`config.mk`:
```
export PLATFORM = sky130hd
export DESIGN_NAME = dmem_arbiter_flat
export DESIGN_NICKNAME = d
export VERILOG_FILES = /design/src/rtl/dmem_arbiter_if.sv /design/src/rtl/dmem_arbiter.sv /design/src/flat_wrapper.sv
export SDC_FILE = /design/constraint.sdc
export NUM_CORES = 1
export LEC_CHECK = 0
export CAP_MARGIN = 30
export CORE_MARGIN = 5
export CORE_UTILIZATION = 43
export CTS_CLUSTER_SIZE = 24
export DETAILED_ROUTE_END_ITERATION = 10
export PLACE_DENSITY = 0.9
export SLEW_MARGIN = 20
export SYNTH_ARGS = -nofsm -noshare
export SYNTH_HDL_FRONTEND = slang
export SYNTH_SLANG_ARGS = --single-unit
```
`constraint.sdc`:
```
create_clock -name clk -period 7.5 [get_ports clk]
set_input_delay 2.25 -clock clk [delete_from_list [all_inputs] [get_ports clk]]
set_output_delay 2.25 -clock clk [all_outputs]
set_load 0.02 [all_outputs]
```
`src/rtl/dmem_arbiter_if.sv`:
```
// Request/response and memory-port bundle shared by the data-memory arbiter
// and its requesters. Signal names follow the memory-side naming of the datapath.
interface dmem_arbiter_if #(
  parameter int ADDRESS_WIDTH = 32,
  parameter int DATA_WIDTH    = 32
);
  logic [1:0]               req_valid;
  logic [1:0]               req_ready;
  logic [1:0]               req_we;
  logic [1:0]               req_adtp;
  logic [ADDRESS_WIDTH-1:0] req_addr0;
  logic [ADDRESS_WIDTH-1:0] req_addr1;
  logic [DATA_WIDTH-1:0]    req_wdata0;
  logic [DATA_WIDTH-1:0]    req_wdata1;

  logic [1:0]               rsp_valid;
  logic                     rsp_err;
  logic [DATA_WIDTH-1:0]    rsp_rdata;

  logic [ADDRESS_WIDTH-1:0] mem_A;
  logic [DATA_WIDTH-1:0]    mem_WD;
  logic                     mem_WE;
  logic                     mem_ADTP;
  logic [DATA_WIDTH-1:0]    mem_RD;

  modport slave (
    input  req_valid, req_we, req_adtp, req_addr0, req_addr1, req_wdata0, req_wdata1, mem_RD,
    output req_ready, rsp_valid, rsp_err, rsp_rdata, mem_A, mem_WD, mem_WE, mem_ADTP
  );

  modport master (
    output req_valid, req_we, req_adtp, req_addr0, req_addr1, req_wdata0, req_wdata1, mem_RD,
    input  req_ready, rsp_valid, rsp_err, rsp_rdata, mem_A, mem_WD, mem_WE, mem_ADTP
  );
endinterface

```
`src/rtl/dmem_arbiter.sv`:
```
// Round-robin arbiter and access sequencer sharing one data-memory port between
// the CPU load/store path (requester 0) and the loader/debug port (requester 1).
module dmem_arbiter #(
  parameter int                       ADDRESS_WIDTH = 32,
  parameter int                       DATA_WIDTH    = 32,
  parameter logic [ADDRESS_WIDTH-1:0] MEM_TOP       = ADDRESS_WIDTH'(32'h1FFFF)
) (
  input logic           clk,
  input logic           rst_n,
  dmem_arbiter_if.slave bus
);

  typedef enum logic [1:0] {
    IDLE   = 2'd0,
    ACCESS = 2'd1,
    RESP   = 2'd2
  } state_t;

  state_t                   r_state;
  state_t                   w_nextState;

  logic                     r_lastGrant;
  logic                     r_id;
  logic                     r_we;
  logic                     r_adtp;
  logic [ADDRESS_WIDTH-1:0] r_addr;
  logic [DATA_WIDTH-1:0]    r_wdata;
  logic                     r_rspErr;
  logic [DATA_WIDTH-1:0]    r_rspRdata;

  logic                     w_accept;
  logic                     w_grantId;
  logic [ADDRESS_WIDTH:0]   w_lastByte;
  logic                     w_rangeErr;
  logic [DATA_WIDTH-1:0]    w_readData;

  // One extra bit on the last-byte address so a word access near the top of
  // the address space cannot wrap around and slip past the range check.
  assign w_lastByte = {1'b0, r_addr} + (ADDRESS_WIDTH+1)'(3);
  assign w_rangeErr = (r_addr > MEM_TOP) || (!r_adtp && (w_lastByte > {1'b0, MEM_TOP}));
  assign w_readData = r_adtp ? {{(DATA_WIDTH-8){1'b0}}, bus.mem_RD[7:0]} : bus.mem_RD;

  assign bus.rsp_err   = r_rspErr;
  assign bus.rsp_rdata = r_rspRdata;

  always_ff @(posedge clk or negedge rst_n) begin
    if (!rst_n) begin
      r_state <= IDLE;
    end else begin
      r_state <= w_nextState;
    end
  end

  always_comb begin
    w_nextState   = r_state;
    w_accept      = 1'b0;
    w_grantId     = r_lastGrant;
    bus.req_ready = 2'b00;
    bus.rsp_valid = 2'b00;
    bus.mem_A     = '0;
    bus.mem_WD    = '0;
    bus.mem_WE    = 1'b0;
    bus.mem_ADTP  = 1'b0;
    case (r_state)
      IDLE: begin
        if (|bus.req_valid) begin
          w_accept      = 1'b1;
          w_grantId     = (&bus.req_valid) ? ~r_lastGrant : ~bus.req_valid[0];
          bus.req_ready = w_grantId ? 2'b10 : 2'b01;
          w_nextState   = ACCESS;
        end
      end
      ACCESS: begin
        if (!w_rangeErr) begin
          bus.mem_A    = r_addr;
          bus.mem_WD   = r_wdata;
          bus.mem_WE   = r_we;
          bus.mem_ADTP = r_adtp;
        end
        w_nextState = RESP;
      end
      RESP: begin
        bus.rsp_valid = r_id ? 2'b10 : 2'b01;
        w_nextState   = IDLE;
      end
      default: begin
        w_nextState = IDLE;
      end
    endcase
  end

  // Payload is sampled only at accept; the response registers are loaded at
  // the edge that ends ACCESS, which is also when the memory write commits.
  always_ff @(posedge clk or negedge rst_n) begin
    if (!rst_n) begin
      r_lastGrant <= 1'b1;
      r_id        <= 1'b0;
      r_we        <= 1'b0;
      r_adtp      <= 1'b0;
      r_addr      <= '0;
      r_wdata     <= '0;
      r_rspErr    <= 1'b0;
      r_rspRdata  <= '0;
    end else begin
      if (w_accept) begin
        r_id        <= w_grantId;
        r_lastGrant <= w_grantId;
        r_we        <= bus.req_we[w_grantId];
        r_adtp      <= bus.req_adtp[w_grantId];
        r_addr      <= w_grantId ? bus.req_addr1 : bus.req_addr0;
        r_wdata     <= w_grantId ? bus.req_wdata1 : bus.req_wdata0;
      end
      if (r_state == ACCESS) begin
        r_rspErr   <= w_rangeErr;
        r_rspRdata <= (w_rangeErr || r_we) ? '0 : w_readData;
      end
    end
  end

endmodule

```
`src/flat_wrapper.sv`:
```
// flat-port wrapper written by rule: the top's interface ports become plain ports
module dmem_arbiter_flat 
#(
  parameter int                       ADDRESS_WIDTH = 32,
  parameter int                       DATA_WIDTH    = 32,
  parameter logic [ADDRESS_WIDTH-1:0] MEM_TOP       = ADDRESS_WIDTH'(32'h1FFFF)
)
  (clk, rst_n, bus_req_valid, bus_req_we, bus_req_adtp, bus_req_addr0, bus_req_addr1, bus_req_wdata0, bus_req_wdata1, bus_mem_RD, bus_req_ready, bus_rsp_valid, bus_rsp_err, bus_rsp_rdata, bus_mem_A, bus_mem_WD, bus_mem_WE, bus_mem_ADTP);
  dmem_arbiter_if #(.ADDRESS_WIDTH(ADDRESS_WIDTH), .DATA_WIDTH(DATA_WIDTH)) bus_i ();
  input logic clk;
  input logic rst_n;
  input wire logic [$bits(bus_i.req_valid)-1:0] bus_req_valid;
  input wire logic [$bits(bus_i.req_we)-1:0] bus_req_we;
  input wire logic [$bits(bus_i.req_adtp)-1:0] bus_req_adtp;
  input wire logic [$bits(bus_i.req_addr0)-1:0] bus_req_addr0;
  input wire logic [$bits(bus_i.req_addr1)-1:0] bus_req_addr1;
  input wire logic [$bits(bus_i.req_wdata0)-1:0] bus_req_wdata0;
  input wire logic [$bits(bus_i.req_wdata1)-1:0] bus_req_wdata1;
  input wire logic [$bits(bus_i.mem_RD)-1:0] bus_mem_RD;
  output wire logic [$bits(bus_i.req_ready)-1:0] bus_req_ready;
  output wire logic [$bits(bus_i.rsp_valid)-1:0] bus_rsp_valid;
  output wire logic [$bits(bus_i.rsp_err)-1:0] bus_rsp_err;
  output wire logic [$bits(bus_i.rsp_rdata)-1:0] bus_rsp_rdata;
  output wire logic [$bits(bus_i.mem_A)-1:0] bus_mem_A;
  output wire logic [$bits(bus_i.mem_WD)-1:0] bus_mem_WD;
  output wire logic [$bits(bus_i.mem_WE)-1:0] bus_mem_WE;
  output wire logic [$bits(bus_i.mem_ADTP)-1:0] bus_mem_ADTP;
  assign bus_i.req_valid = bus_req_valid;
  assign bus_i.req_we = bus_req_we;
  assign bus_i.req_adtp = bus_req_adtp;
  assign bus_i.req_addr0 = bus_req_addr0;
  assign bus_i.req_addr1 = bus_req_addr1;
  assign bus_i.req_wdata0 = bus_req_wdata0;
  assign bus_i.req_wdata1 = bus_req_wdata1;
  assign bus_i.mem_RD = bus_mem_RD;
  assign bus_req_ready = bus_i.req_ready;
  assign bus_rsp_valid = bus_i.rsp_valid;
  assign bus_rsp_err = bus_i.rsp_err;
  assign bus_rsp_rdata = bus_i.rsp_rdata;
  assign bus_mem_A = bus_i.mem_A;
  assign bus_mem_WD = bus_i.mem_WD;
  assign bus_mem_WE = bus_i.mem_WE;
  assign bus_mem_ADTP = bus_i.mem_ADTP;
  dmem_arbiter #(.ADDRESS_WIDTH(ADDRESS_WIDTH), .DATA_WIDTH(DATA_WIDTH), .MEM_TOP(MEM_TOP)) u_core (.clk(clk), .rst_n(rst_n), .bus(bus_i));
endmodule
```
==> impl_metrics.csv, run 1 <==
group,metric,value,unit
global_routing,grt_usage,23.50,%
floorplan,die_area,14180,um2
floorplan,die_w,119.1,um
drt,routedWlPerCell,19.52,um
synth,syn_inst,490,
placement,portBuffers,255,
pwr,p_leak,0.003512,uW
global_routing,grt_pass1_vias,5244,
global_routing,grt_max_degree,76,
synth,synth.cell_area,5116,um2
global_routing,grt_pass1_wl,27030,um
global_routing,grt_overflow,0,
placement,place_hpwl,12810,um
sta,setup_viol,0,
clocking,insertion_delay,0.34,ns
clocking,holdBufCountCts,0,
drt,vias,4977,
sta,final.setup.tns,0,ns
status,outcome,"complete, no violations",
clocking,cts_made_buffers,9,
setup_path,crit_fanout,2,
drt,dr.pass1.iters,8,
drt,drtAntennaViolNets,0,
synth,ys_seq_area_share,50.40,%
cells_and_area,fillCellCount,864,
drt,routed_wl,17040,um
cells_and_area,finalNetCount,895,
clocking,clkSinkCount,103,
synth,yosysUniqueCellTypes,49,
floorplan,initial_core_util,44.24,%
drt,drc_errors,0,
setup_path,cp_slowest_cell,"clkdlybuf4s50_1",
setup_path,worstPathRequired,5.25,ns
sta,final_hold_viol_count,0,
synth,synth-edff-count,0,
synth,synth-seq-cells,103,
drt,vias_per_cell,5.701,
clocking,htreeDepth,3,
sta,period_share,83.70,%
floorplan,die_h,119.1,um
clocking,ctsLongestPathBuffers,2,
setup_path,path_cells,"clkdlybuf4s50_1, inv_1, o21ai_0, and2_2, clkdlybuf4s50_1",
floorplan,num_rows,39,
drt,drtIter0Drc,507,
min_path,worstHoldPathType,"reg2reg",
cells_and_area,mostFrequentLayoutCells,"clkdlybuf4s50_1, dfrtp_1, inv_1",
sta,slew_headroom,48.02,%
synth,ys.warnings.count,0,
sta,fin_crit,6.278,ns
pwr,ir_drop,0.0001710,V
floorplan,core_area,11560,um2
job,cap_viol_max_count,0,
clocking,tritoncts,"built",
setup_path,startpoint_type,"input pin",
cells_and_area,syn2layout_area_growth,55.66,%
sta,finalClockSkew,0.01051,ns
clocking,clk_pin_slew,0.07,ns
global_routing,antenna_found_initial,0,
setup_path,cpPeakStageDelay,0.61,ns
floorplan,ios,271,
setup_path,worstSetupPathType,"in2out",
placement,place_congestion,0.8776,
pwr,totalPowerFinal,2205,uW
synth,syn_area_per_cell,10.44,um2
cells_and_area,layout_commonest_cell,"clkdlybuf4s50_1",
clocking,post-cts-setup-buffer-count,0,
cells_and_area,antenna_cells,0,
sta,worst_slew_pin_slew,0.7796,ns
clocking,root_buffer,"clkbuf_16",
pwr,powerDensity,276.9,nW/um2
sta,slew_violations,0,
synth,synthArstFlopShare,100.0,%
sta,rsz0062_at_grt,"no",
clocking,cts-resized-gates,0,
setup_path,cp-end-kind,"primary output",
setup_path,crit_top_cell,"clkdlybuf4s50_1",
synth,synth_flop_cell,"dfrtp_1",
sta,max_freq,159.3,MHz
setup_path,worst_ep_arrival_time,4.03,ns
cells_and_area,final_layout_size_suffix_gt1_share,4.932,%
[flip-flops by register name, indices dropped and copies added (netlist names)]
signal                flops
u_core.bus.rsp_err        1
u_core.r_adtp             1
u_core.r_we               1
u_core.r_lastGrant        1
u_core.r_addr            32
u_core.r_id               1
u_core.bus.rsp_rdata     32
u_core.r_wdata           32
u_core.r_state            2
[cell type report]
type,count,area (um2),area share (%)
sequential,103,2579,32.38
multi-input combinational,276,2029,25.48
clock buffer,9,225.2,2.828
clock inverter,7,71.32,0.8955
timing repair buffer,262,2606,32.73
tap,143,178.9,2.247
inverter,73,274.0,3.441
[metrics by stage]
| stage | std cells | hold WS (ns) | area [um2] | setup slack [ns] | utilization, % |
|---|---|---|---|---|---|
| global placement | 856 | 0.4600 | 7656 | 1.366 | 66.20 |
| CTS | 872 | 0.4794 | 7953 | 1.265 | 68.77 |
| detailed placement | 856 | 0.4643 | 7656 | 1.286 | 66.20 |
| floorplan | 504 | 0.4660 | 5169 | 2.111 | - |
| global route | 873 | 0.5199 | 7964 | 0.9512 | 68.86 |
| finish | 873 | 0.4815 | 7964 | 1.222 | 68.86 |
[metal layers]
layer	vias up	part of all wire [%]	routed length, um	GRT usage [%]
met4	0	2.7	459	8.182
met3	32	9.0	1537	7.156
met1	2430	36	6210	26.64
met2	277	52	8831	41.93
li1	2238	-	-	-
met5	-	0	0	0
[worst paths after layout]
check,depth (start not counted),from,slack [ns],end
setup / recovery,5,bus_req_valid[1],1.22,bus_req_ready[1]
hold / removal,2,u_core.bus.rsp_rdata[7],0.48,u_core.bus.rsp_rdata[7]
setup reg to reg,9,u_core.r_addr[0],4.46,u_core.bus.rsp_err
hold reg to reg,2,u_core.bus.rsp_rdata[7],0.48,u_core.bus.rsp_rdata[7]
max in group asynchronous,2,rst_n,4.44,u_core.r_addr[12]
min in group asynchronous,1,rst_n,1.91,u_core.r_addr[5]
[synth_stat cells, types with 2 or more instances]
cell | count | area share [%]
o21ai_0 | 13 | 1.3
nand2b_1 | 2 | 0.24
nand4_1 | 4 | 0.49
buf_6 | 7 | 1.5
dfrtp_1 | 102 | 50
nor3b_1 | 5 | 0.73
mux2i_1 | 8 | 1.6
and2_1 | 51 | 6.2
nand2_1 | 22 | 1.6
inv_1 | 72 | 5.3
a22o_1 | 24 | 4.1
a21oi_1 | 2 | 0.20
buf_4 | 15 | 2.2
clkbuf_1 | 29 | 2.1
and4_1 | 2 | 0.34
a21o_1 | 2 | 0.29
nor4_1 | 5 | 0.61
nor2_1 | 10 | 0.73
a211oi_4 | 2 | 0.78
or3_1 | 2 | 0.24
o41ai_1 | 9 | 1.5
nand3_1 | 6 | 0.59
a222oi_1 | 58 | 11
or4_4 | 3 | 0.66
and3_1 | 3 | 0.37
ha_1 | 2 | 0.49
o211ai_1 | 2 | 0.29
nor3_1 | 7 | 0.68
[logic make-up after synthesis]
group / count (synthesis) / synth area share (%)
other: 1 / 0.07330
and+or+nand+nor: 129 / 14.77
muxes: 8 / 1.565
adders and majority gates: 2 / 0.4890
AOI/OAI and AO/OA: 122 / 21.40
buffers and inverters: 125 / 11.30
DFF: 103 / 50.40
[power by group]
part / switching [uW] / internal, uW
clock network: 204 / 259
registers: 185 / 750
logic: 448 / 358
[critical path, delay by kind of cell]
kind,cells,cell delay [ns]
buffers and inverters,3,1.20
AOI/OAI and AO/OA,1,0.34
and+or+nand+nor,1,0.25
Power figures use the tool's default switching activity.
==> inputs of run 2 (changes only) <==
- CORE_UTILIZATION: 43 -> 36
- PLACE_DENSITY: 0.9 -> 0.8
- clock period: 7.5 -> 5.7 ns (I/O delays scaled with it)
==> impl_metrics.csv, run 2 (synthesis gave the netlist of run 1 again) <==
group,metric,value,unit
status,outcome,"complete, no violations",
pwr,ir_drop,0.0002238,V
floorplan,die_h,129.2,um
cells_and_area,final_layout_size_suffix_gt1_share,4.932,%
min_path,worstHoldPathType,"reg2reg",
sta,slew_headroom,44.69,%
floorplan,die_area,16700,um2
floorplan,num_rows,43,
pwr,combPwrFrac,35.2,%
placement,pre_cts_slack,0.6177,ns
placement,portBuffers,255,
global_routing,gr-usage-met2,32.93,%
drt,vias_per_cell,5.278,
setup_path,cp-startpoint,"u_core.r_addr[0]",
drt,vias,4803,
clocking,post-cts-setup-buffer-count,0,
cells_and_area,syn2layout_area_growth,57.98,%
global_routing,met3_usage,5.936,%
clocking,insertion_delay,0.34,ns
sta,max_freq,184.8,MHz
setup_path,worstReg2RegStart,"u_core.r_addr[0]",
sta,fin_crit,5.410,ns
sta,final.setup.tns,0,ns
sta,setup_viol,0,
floorplan,core_area,13930,um2
pwr,p_switching,1099,uW
global_routing,antenna_found_initial,0,
pwr,p_leak,0.003545,uW
global_routing,grtUsageMet1,22.42,%
clocking,root_buffer,"clkbuf_16",
global_routing,grt_pass1_vias,5055,
setup_path,crit_fanout,42,
setup_path,cp_slowest_cell,"clkdlybuf4s50_1",
min_path,hold_start,"u_core.bus.rsp_rdata[6]",
clocking,tritoncts,"built",
global_routing,gr-max-usage-layer,"met2",
cells_and_area,layout_commonest_cell,"clkdlybuf4s50_1",
sta,period_share,94.92,%
pwr,seq_power_share,40.9,%
setup_path,startpoint_type,"flip-flop",
setup_path,cpPeakStageDelay,0.55,ns
global_routing,grt_overflow,0,
sta,finalWorstSetupSlack,0.2895,ns
global_routing,grt_max_degree,76,
clocking,clk_pin_slew,0.07,ns
pwr,pwr-share-clk,23.8,%
pwr,sw_frac_of_total,36.72,%
drt,drc_errors,0,
floorplan,ios,271,
clocking,holdBufCountCts,0,
setup_path,path_cells,"inv_1, ha_1, nand4b_1, o21bai_1, nand4_1, nor4_1, a211oi_4, buf_12, and2_1, clkdlybuf4s50_1",
clocking,cts-resized-gates,0,
setup_path,cp-end-kind,"primary output",
clocking,cts_made_buffers,9,
pwr,powerDensity,370.1,nW/um2
sta,slew_violations,0,
drt,routed_wl,16160,um
sta,rsz0062_at_grt,"no",
global_routing,grt_pass1_wl,25230,um
pwr,p_int,1893,uW
setup_path,worstSetupPathType,"reg2out",
pwr,totalPowerFinal,2992,uW
drt,routedWlPerCell,17.75,um
cells_and_area,finalNetCount,895,
sta,final_hold_viol_count,0,
global_routing,grt_usage,18.98,%
sta,worst_slew_pin_slew,0.8297,ns
clocking,htreeDepth,3,
cells_and_area,antenna_cells,0,
cells_and_area,mostFrequentLayoutCells,"clkdlybuf4s50_1, dfrtp_1, inv_1",
floorplan,die_w,129.2,um
clocking,clkSinkCount,103,
setup_path,worstPathRequired,3.99,ns
placement,place_congestion,0.8565,
placement,place_hpwl,12010,um
clocking,ctsLongestPathBuffers,2,
drt,drtIter0Drc,437,
setup_path,worst_ep_arrival_time,3.70,ns
job,cap_viol_max_count,0,
sta,finalClockSkew,0.007155,ns
floorplan,initial_core_util,36.72,%
drt,dr.pass1.iters,8,
drt,drtAntennaViolNets,0,
==> run 2: routing by layer <==
metal	routed length [um]	vias up
li1	-	2242
met1	6192	2284
met2	7947	255
met3	1717	22
met4	298	0
met5	0	-
==> run 2: layout make-up <==
class / count / area, um2
clock inverters: 7 / 131.4
inverters: 73 / 274.0
multi-input cells: 276 / 2029
well taps: 180 / 225.2
clock buffers: 9 / 225.2
flip-flops and latches: 103 / 2579
repair buffers: 262 / 2619
fillers: 1157 / 5852
==> run 2: metrics by stage <==
step	hold WS [ns]	utilization (%)	cells	cell area [um2]
global placement	0.4596	55.36	893	7715
global route	0.5092	58.00	910	8083
floorplan	0.4660	-	504	5169
finish	0.4797	58.00	910	8083
detailed placement	0.4656	55.36	893	7715
CTS	0.4808	57.92	909	8071
==> run 2: final timing paths <==
check	to	slack [ns]	cells after the start
max	bus_mem_WD[15]	0.29	10
min	u_core.bus.rsp_rdata[6]	0.48	2
max reg2reg	u_core.bus.rsp_rdata[18]	2.81	9
min reg2reg	u_core.bus.rsp_rdata[6]	0.48	2
max in group asynchronous	u_core.bus.rsp_rdata[0]	3.25	2
min in group asynchronous	u_core.r_addr[9]	1.47	1
==> run 2: power by group through the flow <==
| stage | sequential (uW) | combinational, uW | clock, uW |
|---|---|---|---|
| 2_1_floorplan | 1130 | 765 | 0 |
| 3_3_place_gp | 1210 | 1010 | 0 |
| 3_5_place_dp | 1230 | 1060 | 0 |
| 4_1_cts | 1220 | 1060 | 732 |
| 5_1_grt | 1260 | 1180 | 764 |
| 6_report | 1220 | 1050 | 713 |
==> run 2: worst max-delay path: cells and delay by family, from the launching register on <==
kind / cells / cell delay (ns)
and+or+nand+nor: 4 / 1.17
buffers and inverters: 3 / 0.88
AOI/OAI and AO/OA: 2 / 0.51
DFF: 1 / 0.50
adders and majority gates: 1 / 0.29
==> inputs of run 3 (changes only) <==
- CAP_MARGIN: 30 -> 20
- GPL_ROUTABILITY_DRIVEN: not set -> 0
==> impl_metrics.csv, run 3 (synthesis gave the netlist of run 1 again) <==
group,metric,value,unit
cells_and_area,final_layout_size_suffix_gt1_share,4.801,%
sta,slew_violations,0,
setup_path,cpLargestDelayFamily,"simple AND/OR/NAND/NOR gates",
sta,period_share,95.44,%
global_routing,grt_max_degree,76,
drt,drtIter0Drc,429,
clocking,cts-resized-gates,0,
pwr,p_leak,0.003539,uW
clocking,tritoncts,"built",
drt,routed_wl,16190,um
setup_path,path_cells,"inv_1, ha_1, nand4b_1, o21bai_1, nand4_1, nor4_1, a211oi_4, buf_12, and2_1, clkdlybuf4s50_1",
clocking,htreeDepth,3,
placement,portBuffers,255,
drt,vias_per_cell,5.336,
sta,slew_headroom,36.50,%
setup_path,worstPathRequired,3.99,ns
pwr,pwr-share-clk,23.9,%
cells_and_area,mostFrequentLayoutCells,"clkdlybuf4s50_1, dfrtp_1, inv_1",
sta,final_hold_viol_count,0,
placement,place_hpwl,12010,um
setup_path,worstSetupPathType,"reg2out",
sta,rsz0062_at_grt,"no",
clocking,post-cts-setup-buffer-count,0,
drt,dr.pass1.iters,8,
pwr,p_switching,1103,uW
setup_path,cpPeakStageDelay,0.56,ns
sta,fin_crit,5.440,ns
floorplan,die_h,129.2,um
floorplan,core_area,13930,um2
pwr,ir_drop,0.0002254,V
floorplan,die_w,129.2,um
sta,max_freq,183.8,MHz
floorplan,initial_core_util,36.72,%
global_routing,grt_overflow,0,
drt,drtAntennaViolNets,0,
clocking,clkSinkCount,103,
cells_and_area,syn2layout_area_growth,57.76,%
cells_and_area,antenna_cells,0,
sta,setup_viol,0,
clocking,cts_made_buffers,9,
global_routing,grt_pass1_vias,5055,
pwr,combPwrFrac,35.3,%
status,outcome,"complete, no violations",
floorplan,ios,271,
setup_path,startpoint_type,"flip-flop",
floorplan,num_rows,43,
clocking,ctsLongestPathBuffers,2,
sta,holdWs,0.4791,ns
pwr,sw_frac_of_total,36.82,%
drt,vias,4850,
setup_path,crit_buf_inv,3,
cells_and_area,layout_commonest_cell,"clkdlybuf4s50_1",
floorplan,die_area,16700,um2
sta,finalClockSkew,0.007590,ns
job,cap_viol_max_count,0,
drt,drc_errors,0,
clocking,holdBufCountCts,0,
setup_path,crit_fanout,42,
pwr,powerDensity,371.2,nW/um2
pwr,seq_power_share,40.9,%
sta,final.setup.tns,0,ns
clocking,clk_pin_slew,0.07,ns
setup_path,worst_ep_arrival_time,3.73,ns
min_path,worstHoldPathType,"reg2reg",
global_routing,grt_pass1_wl,25230,um
cells_and_area,finalCoreUtilization,57.92,%
pwr,p_int,1893,uW
setup_path,cp_slowest_cell,"nor4_1",
pwr,totalPowerFinal,2996,uW
drt,routedWlPerCell,17.81,um
clocking,root_buffer,"clkbuf_16",
sta,worst_slew_pin_slew,0.9494,ns
global_routing,grt_usage,18.98,%
setup_path,cp-end-kind,"primary output",
cells_and_area,finalNetCount,894,
global_routing,antenna_found_initial,0,
clocking,insertion_delay,0.34,ns
-- run 3: changes by cell type in the layout (fill, tap and decap cells not counted) --
cell and delta:
buf_6 -1
-- run 3: power groups by stage --
| stage | sequential, uW | combinational [uW] | clock, uW |
|---|---|---|---|
| 2_1_floorplan | 1130 | 765 | 0 |
| 3_3_place_gp | 1210 | 1010 | 0 |
| 3_5_place_dp | 1230 | 1060 | 0 |
| 4_1_cts | 1220 | 1060 | 732 |
| 5_1_grt | 1260 | 1180 | 764 |
| 6_report | 1220 | 1060 | 716 |
-- run 3: worst paths after layout --
path / start / to / slack, ns / cells past startpoint
min in group asynchronous: rst_n / u_core.r_addr[9] / 1.47 / 1
max in group asynchronous: rst_n / u_core.bus.rsp_rdata[0] / 3.24 / 2
worst max-delay path: u_core.r_addr[0] / bus_mem_WD[8] / 0.26 / 10
worst max register to register: u_core.r_addr[0] / u_core.bus.rsp_rdata[18] / 2.72 / 8
worst min register to register: u_core.bus.rsp_rdata[6] / u_core.bus.rsp_rdata[6] / 0.48 / 2
worst min-delay path: u_core.bus.rsp_rdata[6] / u_core.bus.rsp_rdata[6] / 0.48 / 2
-- run 3: tightest hold or removal path, stage by stage, from the launching register on --
cell     delay (ns)
dfrtp_1        0.34
nand2_1        0.05
o41ai_1        0.05
-- run 3: cell type report --
cell class	instances	area, um2
clock inverter	7	131.4
inverter	73	274.0
timing repair buffer	261	2608
sequential	103	2579
multi-input combinational	276	2029
fill	1158	5863
clock buffer	9	225.2
tap	180	225.2
-- run 3: routing by layer --
metal	GRT usage, %	up-vias	part of all wire, %	routed length [um]
met1	22.42	2335	38	6176
met2	32.93	250	49	7985
met4	6.115	0	1.8	297
li1	-	2243	-	-
met5	0	-	0	0
met3	5.936	22	11	1729
-- run 3: stage by stage --
step | setup WS (ns) | cells | instance area, um2
after floorplan | 1.391 | 504 | 5169
final | 0.2597 | 909 | 8071
after CTS | 0.3008 | 909 | 8071
after detailed placement | 0.6177 | 893 | 7715
after global routing | 0.01403 | 909 | 8071
after global placement | 0.6203 | 893 | 7715
